<file path="config.mk">
export PLATFORM = sky130hd
export DESIGN_NAME = dds_wave_gen_flat
export DESIGN_NICKNAME = d
export VERILOG_FILES = /design/src/rtl/dds_wave_gen_pkg.sv /design/src/rtl/dds_wave_gen_if.sv /design/src/rtl/dds_wave_gen_phase_acc.sv /design/src/rtl/dds_wave_gen.sv /design/src/flat_wrapper.sv
export SDC_FILE = /design/constraint.sdc
export NUM_CORES = 1
export LEC_CHECK = 0
export CAP_MARGIN = 20
export CORE_ASPECT_RATIO = 0.5
export CORE_MARGIN = 4
export CORE_UTILIZATION = 33
export DETAILED_ROUTE_END_ITERATION = 6
export PLACE_DENSITY_LB_ADDON = 0.1
export SYNTH_ARGS = -nofsm -noshare
export SYNTH_HDL_FRONTEND = slang
export SYNTH_SLANG_ARGS = --single-unit
</file>
<file path="constraint.sdc">
create_clock -name sys_clk -period 4.1 [get_ports sys_clk]
set_input_delay 0.82 -clock sys_clk [delete_from_list [all_inputs] [get_ports sys_clk]]
set_output_delay 0.82 -clock sys_clk [all_outputs]
set_load 0.05 [all_outputs]
</file>
<file path="src/rtl/dds_wave_gen_pkg.sv">
// dds_wave_gen_pkg: wave codes, sample-range helpers and reset constants for the DDS source
package dds_wave_gen_pkg;
  localparam logic [1:0] WAVE_SIN = 2'd0;
  localparam logic [1:0] WAVE_SQU = 2'd1;
  localparam logic [1:0] WAVE_SAW = 2'd2;
  localparam logic [1:0] WAVE_TRI = 2'd3;
  localparam logic [1:0] RST_WAVE = WAVE_SIN;
  localparam logic [1:0] RST_AMP  = 2'd0;
  function automatic int unsigned mid_val(int unsigned w);
    return 1 << (w - 1);
  endfunction
  function automatic int unsigned max_val(int unsigned w);
    return (1 << w) - 1;
  endfunction
endpackage

</file>
<file path="src/rtl/dds_wave_gen_if.sv">
// dds_wave_gen_if: control, sine-ROM and DA-side signals of the DDS waveform source
interface dds_wave_gen_if #(
  parameter int PHASE_W = 32,
  parameter int ADDR_W  = 10,
  parameter int DATA_W  = 8
);
  logic               en;
  logic               sync_clr;
  logic [PHASE_W-1:0] ftw;
  logic [PHASE_W-1:0] phase_ofs;
  logic [1:0]         wave_sel;
  logic [1:0]         amp_sh;
  logic [ADDR_W-1:0]  rom_addr;
  logic [DATA_W-1:0]  rom_data;
  logic [DATA_W-1:0]  da_data;
  logic               da_valid;
  logic               wrap_pulse;
  modport master (
    input  en, sync_clr, ftw, phase_ofs, wave_sel, amp_sh, rom_data,
    output rom_addr, da_data, da_valid, wrap_pulse
  );
  modport slave (
    output en, sync_clr, ftw, phase_ofs, wave_sel, amp_sh, rom_data,
    input  rom_addr, da_data, da_valid, wrap_pulse
  );
endinterface

</file>
<file path="src/rtl/dds_wave_gen_phase_acc.sv">
// dds_wave_gen_phase_acc: phase accumulator with wrap-gated shadow/active settings
module dds_wave_gen_phase_acc
  import dds_wave_gen_pkg::*;
#(
  parameter int PHASE_W = 32
) (
  input  logic               sys_clk,
  input  logic               sys_rst_n,
  input  logic               i_en,
  input  logic               i_sync_clr,
  input  logic [PHASE_W-1:0] i_ftw,
  input  logic [1:0]         i_wave_sel,
  input  logic [1:0]         i_amp_sh,
  output logic [PHASE_W-1:0] o_acc,
  output logic [1:0]         o_wave,
  output logic [1:0]         o_amp,
  output logic               o_wrap
);
  logic [PHASE_W-1:0] r_acc, r_ftw_act, r_ftw_sh;
  logic [1:0]         r_wave_act, r_wave_sh, r_amp_act, r_amp_sh;
  logic               r_wrap;
  logic [PHASE_W:0]   w_sum;
  logic               w_carry, w_load;
  assign w_sum   = {1'b0, r_acc} + {1'b0, r_ftw_act};
  assign w_carry = i_en & w_sum[PHASE_W];
  // a stalled accumulator (ftw 0) never wraps, so it takes new settings straight away
  assign w_load  = i_sync_clr | w_carry | (r_ftw_act == '0);
  always_ff @(posedge sys_clk or negedge sys_rst_n)
    if (!sys_rst_n) begin
      r_acc      <= '0;
      r_ftw_act  <= '0;
      r_ftw_sh   <= '0;
      r_wave_act <= RST_WAVE;
      r_wave_sh  <= RST_WAVE;
      r_amp_act  <= RST_AMP;
      r_amp_sh   <= RST_AMP;
      r_wrap     <= 1'b0;
    end else begin
      r_ftw_sh  <= i_ftw;
      r_wave_sh <= i_wave_sel;
      r_amp_sh  <= i_amp_sh;
      r_acc     <= i_sync_clr ? '0 : i_en ? w_sum[PHASE_W-1:0] : r_acc;
      r_wrap    <= w_carry & ~i_sync_clr;
      if (w_load) begin
        r_ftw_act  <= r_ftw_sh;
        r_wave_act <= r_wave_sh;
        r_amp_act  <= r_amp_sh;
      end
    end
  assign o_acc  = r_acc;
  assign o_wave = r_wave_act;
  assign o_amp  = r_amp_act;
  assign o_wrap = r_wrap;
endmodule

</file>
<file path="src/rtl/dds_wave_gen.sv">
// dds_wave_gen: DDS waveform source feeding the DA converter from a phase accumulator
// and an external sine ROM; square, sawtooth and triangle are derived from the phase.
module dds_wave_gen
  import dds_wave_gen_pkg::*;
#(
  parameter int PHASE_W = 32,
  parameter int ADDR_W  = 10,
  parameter int DATA_W  = 8,
  parameter int ROM_LAT = 1
) (
  input  logic           sys_clk,
  input  logic           sys_rst_n,
  dds_wave_gen_if.master bus
);
  localparam logic [DATA_W-1:0] MID = DATA_W'(mid_val(DATA_W));
  localparam logic [DATA_W-1:0] MAX = DATA_W'(max_val(DATA_W));
  localparam logic [2:0] FLUSH_LAST = 3'(ROM_LAT + 1);
  typedef struct packed {
    logic [1:0]        wave;
    logic [1:0]        amp;
    logic [DATA_W-1:0] p;
  } tag_t;
  logic [PHASE_W-1:0]     w_acc;
  logic [1:0]             w_wave, w_amp;
  logic                   w_wrap;
  tag_t                   r_dly [ROM_LAT+1];
  tag_t                   w_tag;
  logic [ADDR_W-1:0]      r_addr;
  logic [DATA_W-1:0]      r_da, w_tri, w_s;
  logic signed [DATA_W:0] w_dev;
  logic [2:0]             r_cnt;
  logic                   r_valid;
  dds_wave_gen_phase_acc #(.PHASE_W(PHASE_W)) u_acc (
    .sys_clk    (sys_clk),
    .sys_rst_n  (sys_rst_n),
    .i_en       (bus.en),
    .i_sync_clr (bus.sync_clr),
    .i_ftw      (bus.ftw),
    .i_wave_sel (bus.wave_sel),
    .i_amp_sh   (bus.amp_sh),
    .o_acc      (w_acc),
    .o_wave     (w_wave),
    .o_amp      (w_amp),
    .o_wrap     (w_wrap)
  );
  // the last delay-line entry lines up with rom_data for the same phase
  assign w_tag = r_dly[ROM_LAT];
  assign w_tri = w_tag.p[DATA_W-1] ? ~{w_tag.p[DATA_W-2:0], 1'b0} : {w_tag.p[DATA_W-2:0], 1'b0};
  assign w_s   = (w_tag.wave == WAVE_SQU) ? (w_tag.p[DATA_W-1] ? '0 : MAX) :
                 (w_tag.wave == WAVE_SAW) ? w_tag.p :
                 (w_tag.wave == WAVE_TRI) ? w_tri : bus.rom_data;
  assign w_dev = $signed({1'b0, w_s}) - $signed({1'b0, MID});
  always_ff @(posedge sys_clk or negedge sys_rst_n)
    if (!sys_rst_n) begin
      r_addr <= '0;
      for (int i = 0; i <= ROM_LAT; i++) r_dly[i] <= '{wave: RST_WAVE, amp: RST_AMP, p: '0};
      r_da    <= MID;
      r_cnt   <= '0;
      r_valid <= 1'b0;
    end else begin
      r_addr   <= ADDR_W'((w_acc + bus.phase_ofs) >> (PHASE_W - ADDR_W));
      r_dly[0] <= '{wave: w_wave, amp: w_amp, p: DATA_W'((w_acc + bus.phase_ofs) >> (PHASE_W - DATA_W))};
      for (int i = 1; i <= ROM_LAT; i++) r_dly[i] <= r_dly[i-1];
      r_da <= MID + DATA_W'(w_dev >>> w_tag.amp);
      if (bus.sync_clr) begin
        r_cnt   <= '0;
        r_valid <= 1'b0;
      end else if (!r_valid) begin
        r_cnt   <= r_cnt + 3'd1;
        r_valid <= r_cnt == FLUSH_LAST;
      end
    end
  assign bus.rom_addr   = r_addr;
  assign bus.da_data    = r_da;
  assign bus.da_valid   = r_valid;
  assign bus.wrap_pulse = w_wrap;
endmodule
</file>
<file path="src/flat_wrapper.sv">
// flat-port wrapper written by rule: the top's interface ports become plain ports
module dds_wave_gen_flat import dds_wave_gen_pkg::*;
#(
  parameter int PHASE_W = 32,
  parameter int ADDR_W  = 10,
  parameter int DATA_W  = 8,
  parameter int ROM_LAT = 1
)
  (sys_clk, sys_rst_n, bus_en, bus_sync_clr, bus_ftw, bus_phase_ofs, bus_wave_sel, bus_amp_sh, bus_rom_data, bus_rom_addr, bus_da_data, bus_da_valid, bus_wrap_pulse);
  dds_wave_gen_if #(.PHASE_W(PHASE_W), .ADDR_W(ADDR_W), .DATA_W(DATA_W)) bus_i ();
  input  logic sys_clk;
  input  logic sys_rst_n;
  input wire logic [$bits(bus_i.en)-1:0] bus_en;
  input wire logic [$bits(bus_i.sync_clr)-1:0] bus_sync_clr;
  input wire logic [$bits(bus_i.ftw)-1:0] bus_ftw;
  input wire logic [$bits(bus_i.phase_ofs)-1:0] bus_phase_ofs;
  input wire logic [$bits(bus_i.wave_sel)-1:0] bus_wave_sel;
  input wire logic [$bits(bus_i.amp_sh)-1:0] bus_amp_sh;
  input wire logic [$bits(bus_i.rom_data)-1:0] bus_rom_data;
  output wire logic [$bits(bus_i.rom_addr)-1:0] bus_rom_addr;
  output wire logic [$bits(bus_i.da_data)-1:0] bus_da_data;
  output wire logic [$bits(bus_i.da_valid)-1:0] bus_da_valid;
  output wire logic [$bits(bus_i.wrap_pulse)-1:0] bus_wrap_pulse;
  assign bus_i.en = bus_en;
  assign bus_i.sync_clr = bus_sync_clr;
  assign bus_i.ftw = bus_ftw;
  assign bus_i.phase_ofs = bus_phase_ofs;
  assign bus_i.wave_sel = bus_wave_sel;
  assign bus_i.amp_sh = bus_amp_sh;
  assign bus_i.rom_data = bus_rom_data;
  assign bus_rom_addr = bus_i.rom_addr;
  assign bus_da_data = bus_i.da_data;
  assign bus_da_valid = bus_i.da_valid;
  assign bus_wrap_pulse = bus_i.wrap_pulse;
  dds_wave_gen #(.PHASE_W(PHASE_W), .ADDR_W(ADDR_W), .DATA_W(DATA_W), .ROM_LAT(ROM_LAT)) u_core (.sys_clk(sys_clk), .sys_rst_n(sys_rst_n), .bus(bus_i));
endmodule
</file>
==> impl_results.md <==
* Fill cell count at 2525
* PostCTS Resize Cnt at 0
* Hold WS at 347 ps
* FF/Latch Area at 3580 um2
* Final hold vios at 0
* Die area at around 29000 um2
* Die X at 237 um
* First-pass DRT Iterations at 6
* CP startpoint kind: register
* Initial antenna violation count at 0
* R2R cell count at 8
* FP Rows at 41
* DR WL/cell at ~18 um
* WP data arrival at 3840 ps
* Sequential fraction of the synthesis area at between 40% and 50%
* Synth Register Bits at 143
* Slew headroom at 33.8%
* DR iter-0 viols at around 480
* CP Capture Type: register
* Synthesized cell area at about 8700 um2
* Layout cell share with drive strength beyond 1 at under 10%
* Ys Warns at 0
* # setup viols final at 0
* Crit path capture: u_core.u_acc.r_ftw_act[12]
* R2r endpoint: u_core.u_acc.r_ftw_act[12]
* Cell Pwr Density at roughly 850 nW/um2
* Synth Area in Compound Gates at 23.3%
* Final RePlAce weighted congestion at 0.898
* Vias in the first global route at 6894
* DRT antenna net count at 0
* Clk Latency, worst-skew pair at between 400 and 500 ps
* Largest net degree at the start of global routing at 76
* Worst-path clk slew at 60 ps
* Wirelength, routed at roughly 24000 um
* Die height at 123 um
* Clock root buffer: clkbuf_16
* Async S/R FF share, synth at 100%
* Setup Crit Path Kind: register to register
* Area Growth Syn to Fin at 20.0%
* TritonCTS clock tree: built
* Outcome: finished, final reports clean
* Main combinational cell family by area after synthesis: compound AO/OA/AOI/OAI gates
* DRC at 0
* Post-route clock period utilization at roughly 85%
* Initial Utilization at 33.9%
* Core Region at ~25000 um2
* Setup crit start: u_core.u_acc.r_ftw_act[19]
* Post-Syn Instances at 883
* Post-synth EDFFs at 0
* Post-CTS Hold Buffers at 0
* CTS sink count at ~140
* Worst Tran Pin Value at 990 ps
* Diodes inserted at 0
* Synthesized-area fraction occupied by adder cells at approximately a tenth
* Mux contribution to synthesized area at about 2.2%
* Post-route setup TNS at 0 ps
* Clock Path Buffers at 2
* HP Class: register to register
* Clock skew at 10.5 ps
* Yosys cell types at 70
* Vias at ~7000
* H-tree depth at 4
* First-pass GRT wire length at 37900 um
* RR Startpoint: u_core.u_acc.r_ftw_act[19]
* Max-slew violations at 0
* HPWL after DPL at 17400 um
* Mean cell area of the mapped netlist at ~10 um2
* Synth Area in XOR/XNOR at 4.35%
* LEAKAGE at 4.77 nW
* Peak supply drop at about 0.00034 V
* Port Buffer Count at 99
* Fmax at between 200 and 300 MHz
* Max-Cap Viols at 0
* Unrepaired setup endpoints after global routing: false
* Most used DFF post-synth: dfrtp_1
* Via-to-Cell Ratio at 5.29
* Total GRT Usage at 16.6%
* CTS buffer count at 17
* Minimum clock period at between 3000 and 4000 ps
* Synth Area in Simple Gates at 14.2%
* Global route total overflow at 0
* Post-synth net total at 1028
* Max FO, Critical Path at 36
* I/O pin cnt at 100
* Final nets at 1113
* Multi-input gate area at 4650 um2
* R2R setup slack at 620 ps
* Setup Buffers After CTS at 0
* Crit path required time at 4460 ps
## registers in the layout, indices dropped and copies added, names as in the netlist
signal                  flops
u_core.r_cnt                3
u_core.bus.da_valid         1
u_core.bus.da_data          8
u_core.u_acc.o_wrap         1
u_core.u_acc.o_wave         2
u_core.r_dly               23
u_core.u_acc.o_acc         32
u_core.u_acc.r_amp_sh       2
u_core.u_acc.r_ftw_act     32
u_core.u_acc.o_amp          2
u_core.u_acc.r_wave_sh      2
u_core.bus.rom_addr         3
u_core.u_acc.r_ftw_sh      32
## critical path, cell delays in order, from the launching register on
cell and delay (ps):
dfrtp_1 440, ha_1 470, nand4_1 200, or4_1 540
or4_4 490, a2111oi_4 430, o211a_1 210, buf_4 400
a211o_1 200
## cells in the mapped netlist (all sizes together) (17+ instances only)
| master | n | share of area (%) |
|---|---|---|
| dfrtp | 142 | 41 |
| nand2 | 89 | 3.9 |
| a21oi | 70 | 4.0 |
| ha | 64 | 9.3 |
| nor2 | 61 | 2.6 |
| a22o | 45 | 4.6 |
| nor3 | 45 | 2.7 |
| a211o | 37 | 3.7 |
| o21ai | 35 | 2.0 |
| buf | 27 | 2.9 |
| a21o | 26 | 2.3 |
| xnor2 | 25 | 2.5 |
| mux2i | 19 | 2.2 |
| xor2 | 18 | 1.8 |
| inv | 17 | 0.74 |
## cell type report
class	count	area share, %
Clock inverter	7	0.855
Clock buffer	23	4.41
Inverter	17	0.614
Sequential cell	143	34.5
Multi-Input combinational cell	673	44.7
Timing Repair Buffer	116	10.8
Tap cell	344	4.14
## through the flow
stage | utilization, % | instance area [um2] | setup WS [ps] | power (W) | cells
final | 40.7 | 10400 | 624 | 0.00886 | 1323
after global routing | 40.7 | 10400 | 426 | 0.00962 | 1323
after CTS | 40.7 | 10400 | 615 | 0.00894 | 1323
after detailed placement | 38.6 | 9840 | 342 | 0.00740 | 1293
after global placement | 38.6 | 9840 | 437 | 0.00737 | 1293
after floorplan | - | 8650 | 1050 | 0.00621 | 883
## kinds of logic (layout without fill, tap and decap cells)
| group | count (synthesis) | in the layout |
|---|---|---|
| muxes | 19 | 19 |
| AOI/OAI and AO/OA | 284 | 284 |
| adders and majority gates | 65 | 65 |
| buffers and inverters | 67 | 163 |
| DFF | 143 | 143 |
| and+or+nand+nor | 262 | 262 |
| xor gates and xnor gates | 43 | 43 |
## placed cells by master (no fill, tap or decap), types with 3 or more instances in the layout
| cell | synthesis | layout |
|---|---|---|
| a2111oi_0 | 4 | 4 |
| or3_1 | 3 | 3 |
| o21bai_1 | 9 | 9 |
| nor4_1 | 9 | 9 |
| nor3_1 | 44 | 44 |
| o41ai_1 | 4 | 4 |
| o21a_1 | 6 | 6 |
| a21oi_1 | 70 | 70 |
| nand3b_1 | 3 | 3 |
| o211ai_1 | 5 | 5 |
| nand2_1 | 89 | 89 |
| nand2b_1 | 4 | 4 |
| clkbuf_16 | 0 | 17 |
| o31ai_1 | 6 | 6 |
| ha_1 | 64 | 64 |
| dfrtp_1 | 142 | 142 |
| xnor2_1 | 25 | 25 |
| inv_1 | 16 | 16 |
| clkdlybuf4s50_1 | 0 | 98 |
| a21o_1 | 25 | 25 |
| a211o_1 | 37 | 37 |
| a31oi_1 | 8 | 8 |
| xor2_1 | 18 | 18 |
| clkinv_2 | 0 | 4 |
| nor2b_1 | 13 | 13 |
| buf_4 | 12 | 17 |
| nand3_1 | 12 | 12 |
| a211oi_1 | 9 | 9 |
| mux2i_1 | 19 | 19 |
| nor2_1 | 61 | 59 |
| clkbuf_1 | 15 | 5 |
| nand4_1 | 6 | 6 |
| o21ai_0 | 34 | 33 |
| a22o_1 | 45 | 45 |
## power breakdown
group | internal [W] | switching, W
clock | 0.000900 | 0.000577
combinational | 0.00204 | 0.00277
sequential | 0.00195 | 0.000618
## worst min path at each step
| stage | start | to | slack [ps] | cells past startpoint |
|---|---|---|---|---|
| 2_1_floorplan | u_core.r_dly[22] | u_core.r_dly[10] | 330 | 0 |
| 3_3_place_gp | u_core.r_dly[23] | u_core.r_dly[11] | 330 | 0 |
| 3_5_place_dp | u_core.r_dly[20] | u_core.r_dly[8] | 340 | 0 |
| 4_1_cts | u_core.r_dly[21] | u_core.r_dly[9] | 350 | 0 |
| 5_1_grt | u_core.r_dly[21] | u_core.r_dly[9] | 350 | 0 |
| 6_report | u_core.r_dly[20] | u_core.r_dly[8] | 350 | 0 |
## metal layers
metal	up-vias	track usage (%)	share of wire, %
li1	3446	-	-
met5	-	0	0
met4	0	3.86	1.0
met1	3405	22.9	49
met2	140	26.5	46
met3	14	4.13	4.4
No activity file was read; power rests on OpenSTA's default activity.
